===== config.mk =====
export PLATFORM = sky130hd
export DESIGN_NAME = conv_stream_feeder
export DESIGN_NICKNAME = d
export VERILOG_FILES = /design/src/rtl/conv_stream_feeder_pkg.sv /design/src/rtl/conv_stream_feeder_raster_pos_counter.sv /design/src/rtl/conv_stream_feeder.sv
export SDC_FILE = /design/constraint.sdc
export NUM_CORES = 1
export LEC_CHECK = 0
export ABC_CLOCK_PERIOD_IN_PS = 2600
export CAP_MARGIN = 20
export CORE_MARGIN = 1
export CORE_UTILIZATION = 50
export DETAILED_ROUTE_END_ITERATION = 8
export PLACE_DENSITY = 0.85
export SYNTH_ARGS = -nofsm -noshare
export SYNTH_HDL_FRONTEND = slang
export SYNTH_SLANG_ARGS = --single-unit

===== constraint.sdc =====
create_clock -name clk -period 2.6 [get_ports clk]
set_input_delay 0.39 -clock clk [delete_from_list [all_inputs] [get_ports clk]]
set_output_delay 0.39 -clock clk [all_outputs]
set_load 0.03 [all_outputs]

===== src/rtl/conv_stream_feeder_pkg.sv =====
// Shared constants, state encoding and helpers for the convolver pixel-shift feeder.
package conv_stream_feeder_pkg;

  localparam int WID_FIFO  = 16;
  localparam int DIM_W_DEF = 8;
  localparam int WIN_K     = 3;

  typedef enum logic [1:0] {
    ST_IDLE = 2'd0,
    ST_RUN  = 2'd1,
    ST_DONE = 2'd2
  } feeder_state_e;

  // A frame smaller than the window in either direction can never produce a window.
  function automatic logic dims_ok(input int unsigned w, input int unsigned h);
    return (w >= WIN_K) && (h >= WIN_K);
  endfunction

endpackage


===== src/rtl/conv_stream_feeder_raster_pos_counter.sv =====
// Raster-order column/row position counter with synchronous clear and advance enable.
module raster_pos_counter #(
  parameter int DIM_W = 8
) (
  input  logic             clk,
  input  logic             rst,
  input  logic             clear_i,
  input  logic             en_i,
  input  logic [DIM_W-1:0] width_i,
  output logic [DIM_W-1:0] col_o,
  output logic [DIM_W-1:0] row_o,
  output logic             last_col_o
);

  logic [DIM_W-1:0] col_q, col_d;
  logic [DIM_W-1:0] row_q, row_d;

  assign last_col_o = (col_q == width_i - DIM_W'(1));
  assign col_o      = col_q;
  assign row_o      = row_q;

  // Clear takes priority so a new frame always starts at (0,0).
  always_comb begin
    col_d = col_q;
    row_d = row_q;
    if (clear_i) begin
      col_d = '0;
      row_d = '0;
    end else if (en_i) begin
      if (last_col_o) begin
        col_d = '0;
        row_d = row_q + DIM_W'(1);
      end else begin
        col_d = col_q + DIM_W'(1);
      end
    end
  end

  always_ff @(posedge clk or posedge rst) begin
    if (rst) begin
      col_q <= '0;
      row_q <= '0;
    end else begin
      col_q <= col_d;
      row_q <= row_d;
    end
  end

endmodule


===== src/rtl/conv_stream_feeder.sv =====
// Producer end of the convolver shift interface: re-times accepted pixels onto the
// shift chain with a one-cycle strobe and flags pixels that complete a 3x3 window.
module conv_stream_feeder
  import conv_stream_feeder_pkg::*;
#(
  parameter int WID   = WID_FIFO,
  parameter int DIM_W = DIM_W_DEF
) (
  input  logic             clk,
  input  logic             rst,
  input  logic             start_i,
  input  logic [DIM_W-1:0] img_w_i,
  input  logic [DIM_W-1:0] img_h_i,
  input  logic             stall_i,
  input  logic             in_valid_i,
  input  logic [WID-1:0]   in_data_i,
  output logic             in_ready_o,
  output logic [WID-1:0]   sr_data_o,
  output logic             shifting_o,
  output logic             win_valid_o,
  output logic [DIM_W-1:0] row_cnt_o,
  output logic [DIM_W-1:0] col_cnt_o,
  output logic             busy_o,
  output logic             done_o,
  output logic             err_o
);

  localparam logic [DIM_W-1:0] WinMin = DIM_W'(WIN_K - 1);

  feeder_state_e    state_q, state_d;
  logic [DIM_W-1:0] img_w_q, img_w_d;
  logic [DIM_W-1:0] img_h_q, img_h_d;
  logic [WID-1:0]   sr_data_q, sr_data_d;
  logic [DIM_W-1:0] row_cnt_q, row_cnt_d;
  logic [DIM_W-1:0] col_cnt_q, col_cnt_d;
  logic             shifting_q, shifting_d;
  logic             win_valid_q, win_valid_d;
  logic             done_q, done_d;
  logic             err_q, err_d;

  logic             accept;
  logic             start_idle;
  logic             start_good;
  logic             last_pix;
  logic [DIM_W-1:0] pos_col;
  logic [DIM_W-1:0] pos_row;
  logic             pos_last_col;

  assign accept     = in_valid_i && in_ready_o;
  assign start_idle = (state_q == ST_IDLE) && start_i;
  assign start_good = dims_ok(32'(img_w_i), 32'(img_h_i));
  assign last_pix   = pos_last_col && (pos_row == img_h_q - DIM_W'(1));

  raster_pos_counter #(
    .DIM_W(DIM_W)
  ) u_pos (
    .clk       (clk),
    .rst       (rst),
    .clear_i   (start_idle),
    .en_i      (accept),
    .width_i   (img_w_q),
    .col_o     (pos_col),
    .row_o     (pos_row),
    .last_col_o(pos_last_col)
  );

  always_ff @(posedge clk or posedge rst) begin
    if (rst) begin
      state_q <= ST_IDLE;
    end else begin
      state_q <= state_d;
    end
  end

  always_comb begin
    state_d = state_q;
    unique case (state_q)
      ST_IDLE: if (start_i && start_good) state_d = ST_RUN;
      ST_RUN:  if (accept && last_pix) state_d = ST_DONE;
      ST_DONE: state_d = ST_IDLE;
      default: state_d = ST_IDLE;
    endcase
  end

  always_comb begin
    in_ready_o = (state_q == ST_RUN) && !stall_i;
    busy_o     = (state_q == ST_RUN);
  end

  // Position, data and window flag are captured together so they stay aligned with the strobe.
  always_comb begin
    img_w_d     = img_w_q;
    img_h_d     = img_h_q;
    sr_data_d   = sr_data_q;
    row_cnt_d   = row_cnt_q;
    col_cnt_d   = col_cnt_q;
    shifting_d  = accept;
    win_valid_d = accept && (pos_row >= WinMin) && (pos_col >= WinMin);
    done_d      = (state_q == ST_DONE);
    err_d       = start_idle && !start_good;
    if (start_idle) begin
      img_w_d = img_w_i;
      img_h_d = img_h_i;
    end
    if (accept) begin
      sr_data_d = in_data_i;
      row_cnt_d = pos_row;
      col_cnt_d = pos_col;
    end
  end

  // done is registered off DONE so it lands after the final pixel's shift cycle.
  always_ff @(posedge clk or posedge rst) begin
    if (rst) begin
      img_w_q     <= '0;
      img_h_q     <= '0;
      sr_data_q   <= '0;
      row_cnt_q   <= '0;
      col_cnt_q   <= '0;
      shifting_q  <= 1'b0;
      win_valid_q <= 1'b0;
      done_q      <= 1'b0;
      err_q       <= 1'b0;
    end else begin
      img_w_q     <= img_w_d;
      img_h_q     <= img_h_d;
      sr_data_q   <= sr_data_d;
      row_cnt_q   <= row_cnt_d;
      col_cnt_q   <= col_cnt_d;
      shifting_q  <= shifting_d;
      win_valid_q <= win_valid_d;
      done_q      <= done_d;
      err_q       <= err_d;
    end
  end

  assign sr_data_o   = sr_data_q;
  assign row_cnt_o   = row_cnt_q;
  assign col_cnt_o   = col_cnt_q;
  assign shifting_o  = shifting_q;
  assign win_valid_o = win_valid_q;
  assign done_o      = done_q;
  assign err_o       = err_q;

endmodule

==> run summary, run 1 <==
The clock arrives with 0.0106 ns of skew. For the number of detailed-routing iterations run before antenna repair, the log shows 4. Static timing analysis puts the maximum clock frequency at 0.412 GHz. The total track usage was 0.233. TritonCTS built the clock tree. The top cell types in the final layout, fill and taps aside, are nand2_1 (158), clkdlybuf4s50_1 (74), dfrtp_1 (70). The async set-reset flop share out of synthesis came out at 1.00. Final hold violation count: 0.

The tools report the count of nets after finishing as 522. For the final routed database, the setup TNS stands at 0 ns. Buffer cell driving the clock tree root: clkbuf_8. The tools report the maximum buffer depth of the clock tree as 2. In the routed design, unresolved DRC markers number 0. The post-synthesis average cell area is 8.51 um2, and the cell count along the critical path is 3. The synthesized instance count was 414. For the total setup buffers inserted after CTS, the log shows 0. The signal on the critical path passes through nor2b_1 -> nor2b_2 -> clkdlybuf4s50_1.

Share of power burned in the clock network: 0.260. Using the TritonRoute via totals, the vias-per-cell ratio works out to 5.26. The number of gates resized after CTS was 0. Setup violations remaining at the end of the flow were counted as 0. Measured along the x axis, the die boundary spans 86.0 um. The antenna diode instance count was 0.

After the first detailed-routing iteration, the DRC count stood at 224. The tool flagged a number of max-cap violations equal to 0. The count of port buffers added during placement was 74; the ratio of cells with drive above 1 in the final layout was 0.0599. Entering global routing, the biggest net connects 43 pins. The final period utilization was 0.933; the area overhead of the layout relative to synthesis was 29.9%.

The critical path is of the reg2out type. For the total half-perimeter wirelength after legalization and detailed placement, the log shows 5.68 mm. For this design the static power due to leakage is 2.14 nW. The Yosys step of the flow raised 0 warnings. The clock latency on the worst-skew pair was 0.35 ns; the maximum fanout along the worst path was 4. Buffers inserted to repair hold after CTS numbered 0. The initial antenna violation count came out at 0. The tools report the clock sink count as 70. In this run the power density over the cells is 802 nW/um2. Summing every instance area after synthesis gives 3520 um2.

The tools report the arrival time of the worst setup path as 2.03 ns. The number of global-route vias before repair is 2978, and the utilization of the core after routing is 0.674. The congestion estimate from routability-driven global placement came to 0.923. The area fraction of the dominant cell type after synthesis works out to 0.497. By area the synthesized netlist is led by dfrtp_1 (50%), nand2_1 (17%), xnor2_1 (3.5%).

The run gives 0 as the post-detailed-route count of antenna-violating nets. The total area inside the core boundary comes to 6790 um2. In the final routed layout, each cell accounts on average for 13.7 um.

The tightest min-delay check is of the in2async type. dfrtp_1 takes more of the synthesized area than any other cell. The switching fraction of total power was 0.359. The worst setup path is captured at a primary output. In this run the core area contains 30 standard-cell rows.

Combinational cell fraction of total power: 0.328. The slew at the pin closest to its max-slew limit works out to 0.816 ns. The relative slew slack was 0.455.

The floorplan step set the die height to 86.0 um. The routed design has 7.92 mm of wire. For the sequential area share after synthesis, the log shows 0.497. STA puts the critical path data required time at 2.21 ns.

The logs give 0 for the sum of overflow across all layers after global routing and 9 for the number of buffers created by CTS. The logs give 0 for the number of max-slew violations in the final report and 7390 um2 for the die outline area. The combined buffer and inverter count along the critical path came out at 1. For the internal portion of total power, the log shows 2.35 mW. The run gives 377 uV as the worst-case vdd ir drop. Power comes to 3.67 mW.

Most frequent standard cell in the layout excluding fill and tap cells: nand2_1. In this run the count of I/O pins placed on the die edge is 75. Yosys mapped a number of flops with a built-in enable equal to 0. Setup repair after global routing left no endpoint under its margin.

Measured in cells, the most critical reg-to-reg path has a length of 8. The tools report the number of nets produced by synthesis as 457. Among all stages on the critical path, the largest delay is contributed by clkdlybuf4s50_1. The tools report the initial core utilization as 0.519.

The most frequently used flop master after synthesis is dfrtp_1. For this design the total switching power over the nets is 1.32 mW. The count of distinct cell types in the synthesized netlist is 43.

The first global-routing pass estimated 13.4 mm of wire. The register share of total power was 0.412. Broken down by cell family, the worst path's largest delay share belongs to buffers and inverters. For this run, the slowest stage of the critical path takes 0.68 ns.

Synthesis inferred 70 register bits. After clock tree synthesis, the clock-pin slew on the worst setup and hold paths is 0.08 ns. For this block, the via count after detailed routing is 3048. The flow ran to the end, and the final reports show no timing, DRC or antenna violations. After layout, the minimum clock period comes to 2.42 ns. The tools report the category of the worst setup path launch point as a flop.

The H-tree was split into 3 levels.
-- cells in the mapped netlist (7+ instances only) --
master,count
clkbuf_1,19
dfrtp_1,70
inv_1,9
mux2i_1,7
nand2_1,158
nand3_1,7
nor2_1,14
nor3_1,12
nor4_1,11
o21ai_0,15
xnor2_1,14
xor2_1,12
-- metal layers --
metal	wire [um]	GRT usage	vias up
li1	-	-	1491
met1	3480	0.296	1422
met2	3750	0.379	120
met3	547	0.0520	15
met4	140	0.112	0
met5	0	0	-
-- worst paths after layout --
| path | from | end | slack, ns |
|---|---|---|---|
| max reg2reg | img_w_q[0] | u_pos.row_o[2] | 0.20 |
| min | rst | sr_data_o[13] | 0.45 |
| min in group clk | row_cnt_o[3] | row_cnt_o[3] | 0.48 |
| max in group asynchronous | rst | img_h_q[4] | 1.52 |
| max | state_q[0] | in_ready_o | 0.18 |
| min reg2reg | row_cnt_o[3] | row_cnt_o[3] | 0.48 |
-- logic make-up after synthesis --
kind of cell / share of synthesized area
AND/OR/NAND/NOR: 0.283
flip-flops: 0.497
AO/OA/AOI/OAI: 0.0692
buffers and inverters: 0.0419
XOR/XNOR: 0.0646
multiplexers: 0.0231
adder cells (fa/ha/maj): 0.0213
-- flip-flops by register name, indices dropped and copies added (netlist names), 2 cells and up --
signal and flops:
col_cnt_o 8, img_h_q 8, u_pos.col_o 8, row_cnt_o 8, sr_data_o 16, u_pos.row_o 8
img_w_q 8, state_q 2
-- power by group through the flow --
stage               Combinational [mW]  Clock [mW]  Sequential (mW)
finish                            1.20       0.953             1.51
global route                      1.33        1.02             1.54
CTS                               1.19       0.969             1.51
detailed placement                1.18           0             1.53
global placement                  1.14           0             1.52
floorplan                        0.635           0             1.63
-- cell type report --
| cell class | count | area, um2 |
|---|---|---|
| clock buffers | 10 | 128 |
| clock inverters | 6 | 86.3 |
| fillers | 546 | 2220 |
| inverters | 9 | 33.8 |
| multi-input cells | 307 | 1640 |
| flip-flops and latches | 70 | 1750 |
| well taps | 96 | 120 |
| repair buffers | 82 | 813 |
-- per-stage QoR --
step	hold WS, ns	setup slack (ns)	cell area [um2]	cells
floorplan	0.418	0.137	3530	414
CTS	0.454	0.127	4560	580
detailed placement	0.462	0.161	4350	564
global placement	0.456	0.311	4350	564
finish	0.445	0.175	4580	580
global route	0.504	0.0398	4580	580
Note: power is estimated with default switching activity, not from simulation.
==> run 2: changes to the inputs <==
ABC_CLOCK_PERIOD_IN_PS = 2500   (was 2600)
SKIP_CTS_REPAIR_TIMING = 1   (was unset)
clock period = 2.5 ns   (was 2.6 ns; I/O delays follow)
==> run 2 against run 1 <==
Clock power decreased by 6.8%. Largest cell class unchanged. Worst hold slack worse by 0.016 ns. First-iteration DRC count decreased by 21%. Global-route usage down 0.40 points. Highest routed layer unchanged. Via count shrank 0.46%. Critical endpoint is now u_pos.row_o[2]. Register-to-register slack got worse by 0.09 ns. Worst setup slack worse by 0.061 ns. Critical path depth grew 5. Sequential power up 4%. Clock skew decreased by 0.00066 ns. Sequential cell count unchanged. Sequential share of layout area hardly changed.
==> run summary, run 2 (synthesis gave the netlist of run 1 again) <==
Detailed-route wire length on metal 1: 3.55 mm (+2.1%). The combined buffer and inverter count along the critical path is 2 (+1), and the power per standard cell area is 813 nW/um2 (+1.3%). The number of max-slew violations in the final report was 0 (unchanged); the final period utilization was 0.954. The total track usage is 0.229 (-0.00401).

The cell type group with the largest total delay on the critical path was simple AND/OR/NAND/NOR gates. The switching fraction of total power works out to 0.367 (+0.00784). The via count is 3034 (-0.46%). The clock latency on the worst-skew pair was 0.35 ns (about the same). For the share of power burned in the clock network, the log shows 0.239 (-0.021). The most frequent standard cell in the layout excluding fill and tap cells is nand2_1.

Sum of overflow across all layers after global routing: 0 (unchanged). The number of remaining DRC errors is 0 (unchanged). Area overhead of the layout relative to synthesis: 29.9% (about the same). The clock period minus worst slack came out at 2.39 ns.

The root buffer cell chosen for the clock tree is clkbuf_8. The average via count per standard cell is 5.21 (-0.80%), and the flip-flop count of the largest register, all copies and words added is 16 (unchanged). The number of buffers created by CTS is 9 (unchanged), and the routability congestion estimate from global placement is 0.878 (-4.9%). For the final hold violation count, the log shows 0 (unchanged). The run gives 0 (unchanged) as the number of setup violations in the final report. The slew at the pin closest to its max-slew limit was 0.776 ns (-0.0393 ns); the minimum hold slack was 0.429 ns (-0.0164 ns). The clock transition at the registers of the reported paths was 0.08 ns (about the same); the horizontal die dimension was 86.0 um (unchanged).

The maximum fanout along the worst path is 8 (+4). The tools report the DRC marker count from the first detailed-route iteration as 176 (-21%). The run gives 0.419 GHz as the maximum operating frequency. Detailed route wirelength on metal2: 3.61 mm (-3.7%).

The category of the worst setup path launch point is a flop. Leaving out fill and tap cells, the most frequent cells in the layout are nand2_1 (158), clkdlybuf4s50_1 (74), dfrtp_1 (70). The count of port buffers added during placement was 74 (unchanged). The post-route worst setup slack is 0.114 ns (-0.0609 ns). The run finished with clean final reports.

The initial antenna violation count is 0 (unchanged), and the clock sink count is 70 (unchanged). The height of the chip was 86.0 um (unchanged). The tools report the net switching power figure as 1.37 mW (+3.6%). The run gives 0.00996 ns (-0.000659 ns) as the final setup skew.

The delay of the slowest cell on the worst path is 0.47 ns (-0.21 ns), and the cell area after placement is 4360 um2 (+0.35%). The post-detailed-route count of antenna-violating nets is 0 (unchanged), and the count of boundary I/O pins is 75 (unchanged). Traced cell by cell, the critical path runs through inv_1 -> ha_1 -> xnor2_1 -> nor4_2 -> o311ai_2 -> buf_4 -> or4_1 -> a21oi_1. The type of the worst setup path was reg2reg. The final wirelength is 7.80 mm (-1.5%), and the worst-case vdd ir drop is 479 uV (+27%).

The run gives 0 (unchanged) as the max-capacitance violation count. For this design, the slowest cell found on the critical path is or4_1. The run gives 2.66 ns (+0.63 ns) as the arrival time of the worst setup path.

The average wire per standard cell came out at 13.4 um (-1.9%). For the relative slew slack, the log shows 0.481 (+0.0262). The tools report the worst reg-to-reg setup slack as 0.11 ns (-0.09 ns). The number of core rows came out at 30 (unchanged). The worst setup path is captured at a flop. For the internal portion of total power, the log shows 2.35 mW (+0.11%). The path class of the tightest hold or removal check is in2async. The area of the core was 6790 um2 (unchanged); the total half-perimeter wirelength after legalization and detailed placement was 5.45 mm (-4.0%).

For the initial core utilization, the log shows 0.519 (unchanged). For the routed length on met3, the log shows 518 um (-5.3%). The ratio of cells with drive above 1 in the final layout is 0.0658 (+0.00593), and the pin count of the biggest net entering global routing is 71 (+65%). Post-route cell area: 4580 um2 (about the same). The global-route wire length before repair is 13.2 mm (-1.4%), and the maximum buffer depth of the clock tree is 2 (unchanged). The run gives 2.15 nW (+0.28%) as the reported leakage power. For the required arrival time at the worst endpoint, the log shows 2.78 ns (+0.57 ns). The total number of H-tree levels was 3 (unchanged). Antenna diode instance count: 0 (unchanged).

The top layer used by detailed routing is met4. The tools report the number of detailed-routing iterations run before antenna repair as 4 (unchanged). TritonCTS built the clock tree. The run gives 0.423 (+0.011) as the register share of total power.

The die outline area is 7390 um2 (unchanged), and the combinational cell fraction of total power is 0.338 (+0.010). Post-place setup slack: 0.0853 ns (-0.0759 ns). The logs give 2925 (-1.8%) for the number of global-route vias before repair and 524 (+0.38%) for the count of nets after finishing.
[run 2: cell types whose count changed in the layout (fill, tap and decap cells not counted), sizes merged]
cell and change:
buf +2, clkinv +2, bufinv -1, clkinvlp -1
[run 2: per-stage QoR]
step / util / power [mW] / TNS, ns / std cells
2_1_floorplan: - / 2.36 / 0 / 414
3_3_place_gp: 0.642 / 2.77 / 0 / 566
3_5_place_dp: 0.642 / 2.82 / 0 / 566
4_1_cts: 0.670 / 3.71 / 0 / 582
5_1_grt: 0.674 / 3.96 / -0.0774 / 582
6_report: 0.674 / 3.72 / 0 / 582
[run 2: worst reg2reg max path, delay by kind of cell, from the launching register on]
kind | cells | cell delay [ns]
buf+inv | 2 | 0.30
compound gates | 2 | 0.32
xor+xnor | 1 | 0.15
simple gates | 2 | 0.79
flops | 1 | 0.43
fa+ha+maj | 1 | 0.33
[run 2: final timing paths]
check	start	endpoint	cells past startpoint
min in group clk	col_cnt_o[7]	col_cnt_o[7]	2
worst max-delay path	img_w_q[0]	u_pos.row_o[2]	8
worst max register to register	img_w_q[0]	u_pos.row_o[2]	8
worst min-delay path	rst	sr_data_o[13]	3
worst min register to register	col_cnt_o[7]	col_cnt_o[7]	2
max in group asynchronous	rst	img_h_q[4]	3
[run 2: layer usage]
metal,GRT usage,vias to the layer above
met5,0,-
met4,0.0955,0
met3,0.0558,14
met2,0.371,101
met1,0.296,1418
li1,-,1501
[run 2: cell type report]
type | count | area, um2
fill | 554 | 2220
sequential | 70 | 1750
multi-input combinational | 307 | 1650
timing repair buffer | 84 | 828
clock buffer | 10 | 128
tap | 96 | 120
clock inverter | 6 | 62.6
inverter | 9 | 33.8
[run 2: power by group through the flow]
stage | logic [mW] | clock network [mW] | registers, mW
finish | 1.26 | 0.888 | 1.57
global route | 1.39 | 0.963 | 1.61
CTS | 1.24 | 0.905 | 1.57
detailed placement | 1.23 | 0 | 1.59
global placement | 1.19 | 0 | 1.58
floorplan | 0.661 | 0 | 1.70
